File: src/rtl/bridge_n.sv
// bridge_n: CPU-to-device bridge for NUM_DEV memory-mapped devices.
// Decodes a CPU load/store, runs a ready handshake with a wait-state
// timeout, generates byte lanes, extracts sub-word load data and
// registers the device interrupt lines.

package bridge_n_pkg;

    // Default device bases: device i sits at 0x7F00 + 16*i.
    function automatic logic [511:0] default_base(input int n);
        logic [511:0] r;
        r = '0;
        for (int i = 0; i < 16; i++) begin
            if (i < n) begin
                r[32*i +: 32] = 32'h0000_7F00 + (32'(i) * 32'd16);
            end else begin
                r[32*i +: 32] = 32'h0000_0000;
            end
        end
        return r;
    endfunction

endpackage

module bridge_n #(
    parameter int                      NUM_DEV  = 6,
    parameter logic [NUM_DEV*32-1:0]   DEV_BASE = (NUM_DEV*32)'(bridge_n_pkg::default_base(NUM_DEV)),
    parameter logic [NUM_DEV*32-1:0]   DEV_MASK = {NUM_DEV{32'hFFFF_FFF0}},
    parameter int                      TIMEOUT  = 15
) (
    input  logic                    clk,
    input  logic                    rst,
    input  logic                    req,
    input  logic [31:0]             addr,
    input  logic                    write_enable,
    input  logic [31:0]             write_data,
    input  logic [2:0]              dm_mode,
    output logic [31:0]             read_result,
    output logic                    valid,
    output logic                    err,
    output logic                    stop,
    output logic [NUM_DEV-1:0]      hwirq,
    output logic [NUM_DEV-1:0]      dev_sel,
    output logic [31:0]             dev_addr,
    output logic                    dev_we,
    output logic [3:0]              dev_be,
    output logic [31:0]             dev_wdata,
    input  logic [NUM_DEV*32-1:0]   dev_rdata,
    input  logic [NUM_DEV-1:0]      dev_ready,
    input  logic [NUM_DEV-1:0]      dev_irq
);

    localparam int         IW = (NUM_DEV > 1) ? $clog2(NUM_DEV) : 1;
    localparam logic [7:0] TO = 8'(TIMEOUT);

    typedef enum logic [1:0] {
        IDLE = 2'd0,
        BUSY = 2'd1,
        RESP = 2'd2
    } state_t;

    state_t          state;
    logic [31:0]     addr_r;
    logic            we_r;
    logic [3:0]      be_r;
    logic [31:0]     wdata_r;
    logic [2:0]      mode_r;
    logic [IW-1:0]   idx_r;
    logic            err_r;
    logic [7:0]      cnt_r;
    logic [31:0]     rr_r;

    logic            hit_s;
    logic [IW-1:0]   idx_s;
    logic            legal_s;
    logic            aligned_s;
    logic            good_s;
    logic [3:0]      be_s;
    logic [31:0]     wdata_s;
    logic [31:0]     rd_s;
    logic            ready_s;
    logic [15:0]     half_s;
    logic [7:0]      byte_s;
    logic [31:0]     ext_s;

    // Address decode: scan downwards so the lowest matching index wins.
    always_comb begin
        hit_s = 1'b0;
        idx_s = '0;
        for (int i = NUM_DEV - 1; i >= 0; i--) begin
            if ((addr & DEV_MASK[32*i +: 32]) == DEV_BASE[32*i +: 32]) begin
                hit_s = 1'b1;
                idx_s = IW'(i);
            end else begin
                hit_s = hit_s;
            end
        end
    end

    // Mode legality, alignment, byte lanes and lane-replicated store data.
    always_comb begin
        legal_s   = 1'b1;
        aligned_s = 1'b1;
        be_s      = 4'b0000;
        wdata_s   = 32'h0000_0000;
        case (dm_mode)
            3'd0: begin
                aligned_s = (addr[1:0] == 2'b00);
                be_s      = 4'b1111;
                wdata_s   = write_data;
            end
            3'd1, 3'd3: begin
                aligned_s = ~addr[0];
                be_s      = 4'b0011 << {addr[1], 1'b0};
                wdata_s   = {2{write_data[15:0]}};
            end
            3'd2, 3'd4: begin
                aligned_s = 1'b1;
                be_s      = 4'b0001 << addr[1:0];
                wdata_s   = {4{write_data[7:0]}};
            end
            default: begin
                legal_s   = 1'b0;
                aligned_s = 1'b0;
            end
        endcase
        good_s = hit_s & legal_s & aligned_s;
    end

    // Pick the selected device's read data and ready; others are ignored.
    always_comb begin
        rd_s    = 32'h0000_0000;
        ready_s = 1'b0;
        for (int i = 0; i < NUM_DEV; i++) begin
            if (idx_r == IW'(i)) begin
                rd_s    = dev_rdata[32*i +: 32];
                ready_s = dev_ready[i];
            end else begin
                ready_s = ready_s;
            end
        end
    end

    // Sub-word extraction with zero/sign extension for loads.
    always_comb begin
        half_s = addr_r[1] ? rd_s[31:16] : rd_s[15:0];
        case (addr_r[1:0])
            2'd0:    byte_s = rd_s[7:0];
            2'd1:    byte_s = rd_s[15:8];
            2'd2:    byte_s = rd_s[23:16];
            2'd3:    byte_s = rd_s[31:24];
            default: byte_s = 8'h00;
        endcase
        case (mode_r)
            3'd0:    ext_s = rd_s;
            3'd1:    ext_s = {16'h0000, half_s};
            3'd2:    ext_s = {24'h00_0000, byte_s};
            3'd3:    ext_s = {{16{half_s[15]}}, half_s};
            3'd4:    ext_s = {{24{byte_s[7]}}, byte_s};
            default: ext_s = 32'h0000_0000;
        endcase
    end

    // Access FSM: latch the request, wait for ready or timeout, respond.
    always_ff @(posedge clk or posedge rst) begin
        if (rst) begin
            state   <= IDLE;
            addr_r  <= 32'h0000_0000;
            we_r    <= 1'b0;
            be_r    <= 4'b0000;
            wdata_r <= 32'h0000_0000;
            mode_r  <= 3'd0;
            idx_r   <= '0;
            err_r   <= 1'b0;
            cnt_r   <= 8'd0;
            rr_r    <= 32'h0000_0000;
        end else begin
            case (state)
                IDLE: begin
                    cnt_r <= 8'd0;
                    if (req) begin
                        addr_r  <= addr;
                        we_r    <= write_enable;
                        be_r    <= be_s;
                        wdata_r <= wdata_s;
                        mode_r  <= dm_mode;
                        idx_r   <= idx_s;
                        if (good_s) begin
                            err_r <= 1'b0;
                            state <= BUSY;
                        end else begin
                            err_r <= 1'b1;
                            rr_r  <= 32'h0000_0000;
                            state <= RESP;
                        end
                    end else begin
                        state <= IDLE;
                    end
                end
                BUSY: begin
                    cnt_r <= cnt_r + 8'd1;
                    if (ready_s) begin
                        err_r <= 1'b0;
                        rr_r  <= we_r ? 32'h0000_0000 : ext_s;
                        state <= RESP;
                    end else if ((cnt_r + 8'd1) == TO) begin
                        // This was the last permitted wait cycle.
                        err_r <= 1'b1;
                        rr_r  <= 32'h0000_0000;
                        state <= RESP;
                    end else begin
                        state <= BUSY;
                    end
                end
                RESP: begin
                    cnt_r <= 8'd0;
                    state <= IDLE;
                end
                default: begin
                    cnt_r <= 8'd0;
                    state <= IDLE;
                end
            endcase
        end
    end

    // Interrupt lines: plain one-cycle register, independent of the FSM.
    always_ff @(posedge clk or posedge rst) begin
        if (rst) begin
            hwirq <= '0;
        end else begin
            hwirq <= dev_irq;
        end
    end

    // Output decode from registered state; device bus is quiet outside BUSY.
    always_comb begin
        read_result = rr_r;
        valid       = (state == RESP);
        err         = (state == RESP) & err_r;
        stop        = ((state == IDLE) & req) | (state == BUSY);
        if (state == BUSY) begin
            dev_sel   = NUM_DEV'(1) << idx_r;
            dev_addr  = addr_r;
            dev_we    = we_r;
            dev_be    = be_r;
            dev_wdata = wdata_r;
        end else begin
            dev_sel   = '0;
            dev_addr  = 32'h0000_0000;
            dev_we    = 1'b0;
            dev_be    = 4'b0000;
            dev_wdata = 32'h0000_0000;
        end
    end

endmodule

File: config.mk
export PLATFORM = sky130hd
export DESIGN_NAME = bridge_n
export DESIGN_NICKNAME = d
export VERILOG_FILES = /design/src/rtl/bridge_n.sv
export SDC_FILE = /design/constraint.sdc
export NUM_CORES = 1
export LEC_CHECK = 0
export BUFFER_PORTS_ARGS = -buffer_cell sky130_fd_sc_hd__buf_2
export CAP_MARGIN = 15
export CORE_MARGIN = 10
export CORE_UTILIZATION = 30
export CTS_BUF_LIST = sky130_fd_sc_hd__clkbuf_16
export CTS_CLUSTER_SIZE = 40
export DETAILED_ROUTE_END_ITERATION = 6
export GPL_ROUTABILITY_DRIVEN = 0
export PLACE_DENSITY = 0.6
export SLEW_MARGIN = 0
export SYNTH_ARGS = -nofsm -noshare
export SYNTH_HDL_FRONTEND = slang
export SYNTH_SLANG_ARGS = --single-unit
File: constraint.sdc
create_clock -name clk -period 4.4 [get_ports clk]
set_input_delay 0 -clock clk [delete_from_list [all_inputs] [get_ports clk]]
set_output_delay 0 -clock clk [all_outputs]
set_load 0.03 [all_outputs]
# After elaboration in Yosys (flattened, before gate mapping)
# Index checks and enable logic that the tools add are counted.
dict set report word_totals {
  output_inout_bits 116
  regBits 124
  wordCells 115
}
dict set report op_classes {
  addsub 1
  reduce_logical 13
  shift 3
  eq_ne 28
  bitwise_logic 6
  muxes 53
}
# cell count
set op_table {}
lappend op_table {{$mux W32} 13}
lappend op_table {{$eq A28 B11 Y1 const B} 6}
lappend op_table {{$pmux W32 S5} 1}
lappend op_table {{$pmux W32 S3} 1}
lappend op_table {{$pmux W32 S2} 1}
lappend op_table {{$pmux W8 S4} 1}
lappend op_table {{$eq A3 B2 Y1 const B} 6}
lappend op_table {{$mux W1} 18}
lappend op_table {{$mux W3} 6}
lappend op_table {{$mux W16} 1}
lappend op_table {{$eq A3 B3 Y1 const B} 4}
lappend op_table {{$pmux W4 S3} 1}
lappend op_table {{$eq A3 B1 Y1 const B} 3}
lappend op_table {{$logic_not A3 Y1} 3}
lappend op_table {{$add A8 B1 Y8 const B} 1}
lappend op_table {{$eq A8 B4 Y1 const B} 1}
lappend op_table {{$mux W2} 4}
lappend op_table {{$mux W8} 1}
lappend op_table {{$eq A2 B2 Y1 const B} 3}
lappend op_table {{$logic_not A2 Y1} 3}
lappend op_table {{$mux W6} 1}
lappend op_table {{$shl A1 B3 Y6 const A} 1}
lappend op_table {{$reduce_or A5 Y1} 1}
lappend op_table {{$and A1 B1 Y1} 4}
lappend op_table {{other kinds (16)} 19}

# Logic depth before layout (Yosys ltp)
dict set report depth {
  word_depth 12
  mapped_depth 10
  depth_no_buf 7
}

# Worst setup path after synthesis
# Ideal clock, no wire load.
dict set report synth_path {
  path_type {register to register}
  from {register idx_r[0]}
  to {register rr_r[2] (netlist: read_result[2])}
  path_stages_with_launch 9
  setup_ns 0.121
  arrival_ns 2.071
  required_time_ns 4.279
  period_less_slack_ns 2.192
  path_slack_ns 2.208
  n_path_buf 3
  cell_sequence {dfrtp_1 buf_6 buf_6 buf_2 mux4_2 nand2_1 o21ai_0 a221o_1 a22o_1}
}
dict set report synth_via {
  elab_chain_len 12
}
# element line
set synth_rtl {}
lappend synth_rtl {{start: declaration} 67} ;# logic [IW-1:0] idx_r;
lappend synth_rtl {{start signal: assignment} 186} ;# idx_r <= idx_s;
lappend synth_rtl {{$logic_not A3 Y1} 134} ;# if (idx_r == IW'(i)) begin
lappend synth_rtl {{$mux W32 (6 in series)} 134}
lappend synth_rtl {{$pmux W8 S4 / $mux W16 (equally long branches)} {146, 145}}
lappend synth_rtl {{$pmux W32 S5} 153} ;# case (mode_r)
lappend synth_rtl {{$mux W32} 203} ;# rr_r <= we_r ? 32'h0000_0000 : ext_s;
lappend synth_rtl {{$mux W32} 201} ;# if (ready_s) begin
lappend synth_rtl {{$pmux W32 S2} 177} ;# case (state)
lappend synth_rtl {{end signal: assignment} 203}
lappend synth_rtl {{end: declaration} 70} ;# logic [31:0] rr_r;
# Several ways; a longest one is shown, not always the timed one.
# A chain may end at the register's enable or synchronous reset.

# Final worst setup path
dict set report layout_path {
  from {register idx_r[0]}
  to {register rr_r[10] (netlist: read_result[10])}
}
# The elaborated chain is that of the path after synthesis.

==> run_results.csv <==
group,metric,value,unit
floorplan,fp.dieH,182.5,um
synth,synth_cell_type_count,53,
route,totalWireLength,35.94,mm
timing,fin_crit_sh,70.31,%
synth,yosysSeqAreaShare,39.18,%
clocking,cts-htree-levels,4,
outcome,status,"complete, no violations",
route,drt-vias-per-instance,5.165,
cells_and_area,fillers,2621,
clocking,clkLatencyLatePin,0.43,ns
critical_path,path_cells,"buf_4 > mux2i_1 > nor2_1 > nor2_1 > mux4_2 > nor4_4 > a211o_1",
power,worst_ir_drop_vdd,0.1758,mV
floorplan,rows,59,
cells_and_area,synthToLayoutAreaGrowth,44.17,%
synth,yosysMostFrequentCell,"nand2_1",
job,drv_cap,0,
grt,grt_max_degree,82,
critical_path,cp-end-kind,"flop",
timing,hold_viol_final,0,
placed_design,placed_area,10080,um2
critical_path,cp_slowest_cell,"dfrtp_4",
floorplan,die-area,33300,um2
synth,synth-edff-count,0,
synth,syn-num-nets,1156,
route,antenna_left,0,
placed_design,dp_hpwl,27.34,mm
route,via_count,8548,
timing,rsz0062_at_grt,"false",
grt,antenna_found_initial,4,
placed_design,numPortBuffers,390,
grt,track_usage,20.65,%
timing,slew_headroom,30.27,%
critical_path,rrSetupSlack,1.31,ns
synth,synth_commonest_cells,"154 x nand2_1, 124 x dfrtp_1, 83 x mux2i_1",
cells_and_area,final_area,11420,um2
route,drc,0,
synth,synth_top_flop_cell,"dfrtp_1",
synth,yosys_warnings,0,
grt,grt-ovfl-total,0,
clocking,post_cts_resized,0,
floorplan,core_area,25980,um2
route,drt-met1-wl,14.06,mm
cells_and_area,fin_nets,1581,
critical_path,crit_fanout,36,
critical_path,crit_family,"flip-flops",
critical_path,crit_path_start_kind,"flop",
critical_path,crit_top_cell,"nor2_1",
grt,grt_pass1_vias,9198,
synth,yosys.area.top_type,"dfrtp_1",
timing,worst_pin_slew,1.040,ns
clocking,clk_pin_slew,0.07,ns
power,p_per_area,295.0,nW/um2
clocking,ctsHoldBuffers,72,
power,total_leakage_power,5.768,nW
synth,synthCells,879,
floorplan,start_util,30.48,%
critical_path,crit_buf_inv,1,
floorplan,die_w,182.5,um
clocking,clock_sinks,124,
floorplan,io_pins,391,
route,drt_iter0_markers,611,
route,avgRoutedWirePerCell,21.71,um
timing,finalSetupViolCount,0,
hold_path,hold_path.class,"input pin to flop",
clocking,cts_made_buffers,17,
critical_path,critPathKind,"flop to flop",
route,highest_layer,"met5",
synth,syn-cell-area,7920,um2
timing,clock_skew,0.01572,ns
synth,synth_top_area_share,39.18,%
synth,ys_ff_latch,124,
synth,syn_area_per_cell,9.010,um2
grt,grt_pass1_wl,54.54,mm
clocking,cts_tree,"done",
route,dr_wl_met3,2.909,mm
route,drtPass1Iterations,7,
critical_path,crit_arrival,3.45,ns
timing,setup-tns-final,0,ns
timing,fmax,323.2,MHz
synth,synth_area_leaders,"dfrtp_1 39%, mux2i_1 10%, nand2_1 7.3%, and2_1 5.6%, mux4_2 4.3%",
critical_path,max_stage_delay,0.77,ns
timing,min_period,3.094,ns
timing,drv_slew,0,
clocking,root_buffer,"clkbuf_16",
route,met2_length,17.89,mm
critical_path,cp.required,4.75,ns
clocking,clockBufferDepth,2,
synth,async_flop_share,100.0,%
clocking,cts_setup_buffers,0,
cells_and_area,drive_above_1_share,35.08,%
[power breakdown]
part | total (mW) | switching [mW] | internal [mW] | leakage [nW]
logic | 0.574 | 0.305 | 0.269 | 3.86
registers | 1.29 | 0.0570 | 1.23 | 1.60
clock network | 1.51 | 0.601 | 0.904 | 0.300
[final cells by class]
cell class              instances  area, um2  area share, %
clock buffers                  17      425.4          3.726
flip-flops and latches        124       3107          27.21
well taps                     335      419.2          3.671
inverters                      11      46.29         0.4054
diodes                          3      7.507        0.06575
multi-input cells             677       4471          39.15
clock inverters                15      187.7          1.644
repair buffers                473       2755          24.13
[logic make-up after synthesis]
family,share of synthesized area (%)
compound gates,18.56
xor+xnor,0.8846
fa+ha+maj,0.3159
buf+inv,4.581
flops,39.18
mux,15.18
simple gates,21.30
[placed cells by master, fill, tap and decap left out, types with 3 or more instances in the layout]
cell type,count
a22o_1,17
and3_1,5
a221o_1,8
nor3_1,7
bufinv_16,3
nor2_1,62
nor3b_1,3
dlygate4sd3_1,72
o21a_1,9
a211o_1,27
nand2_1,153
buf_2,390
nand3_1,8
diode_2,3
o21ai_0,59
o22ai_1,33
dfrtp_1,123
and2_1,70
inv_6,6
buf_4,11
o221ai_1,8
clkbuf_16,17
nor2b_1,21
inv_1,9
nand2b_1,4
nand3b_1,5
mux2i_1,83
mux4_2,15
clkinv_4,4
nor4_1,3
a22oi_1,16
xor2_1,4
mux2_2,3
xnor2_1,4
a21oi_1,21
[routing by layer]
layer	vias to the layer above	GRT usage, %
li1	3984	-
met1	4083	23.31
met2	415	36.23
met3	64	5.935
met4	2	7.354
met5	-	0
[per-stage QoR]
step	power [mW]	instances	setup slack (ns)	hold WS [ns]	util [%]
final	3.368	1655	1.306	0.06011	43.94
after global routing	3.510	1655	1.144	0.1201	43.94
after CTS	3.395	1652	1.298	0.04413	43.91
after detailed placement	1.825	1548	1.311	0.1096	38.78
after global placement	1.814	1548	1.393	0.1079	38.78
after floorplan	1.582	879	1.101	0.03143	-
[flip-flops by register name (all words and copies together), names as in the netlist]
signal / count
read_result: 32
state: 2
addr_r: 32
mode_r: 3
we_r: 1
be_r: 4
hwirq: 6
wdata_r: 32
idx_r: 3
cnt_r: 8
err_r: 1
[path summary, 6_finish.rpt]
kind,depth (start not counted),to,from
min,5,wdata_r[27]$_DFFE_PP0P_,write_data[27]
min reg2reg,2,addr_r[4]$_DFFE_PP0P_,addr_r[4]$_DFFE_PP0P_
max in group asynchronous,4,wdata_r[15]$_DFFE_PP0P_,rst
max reg2reg,7,read_result[10]$_DFFE_PP0P_,idx_r[0]$_DFFE_PP0P_
min in group asynchronous,3,hwirq[1]$_DFF_PP0_,rst
max,7,read_result[10]$_DFFE_PP0P_,idx_r[0]$_DFFE_PP0P_
[worst min-delay path: cells and delay by family]
family	cells	cell delay [ns]
mux	1	0.05
buf+inv	1	0.08
compound gates	3	0.32
No activity file was read; power rests on OpenSTA's default activity.
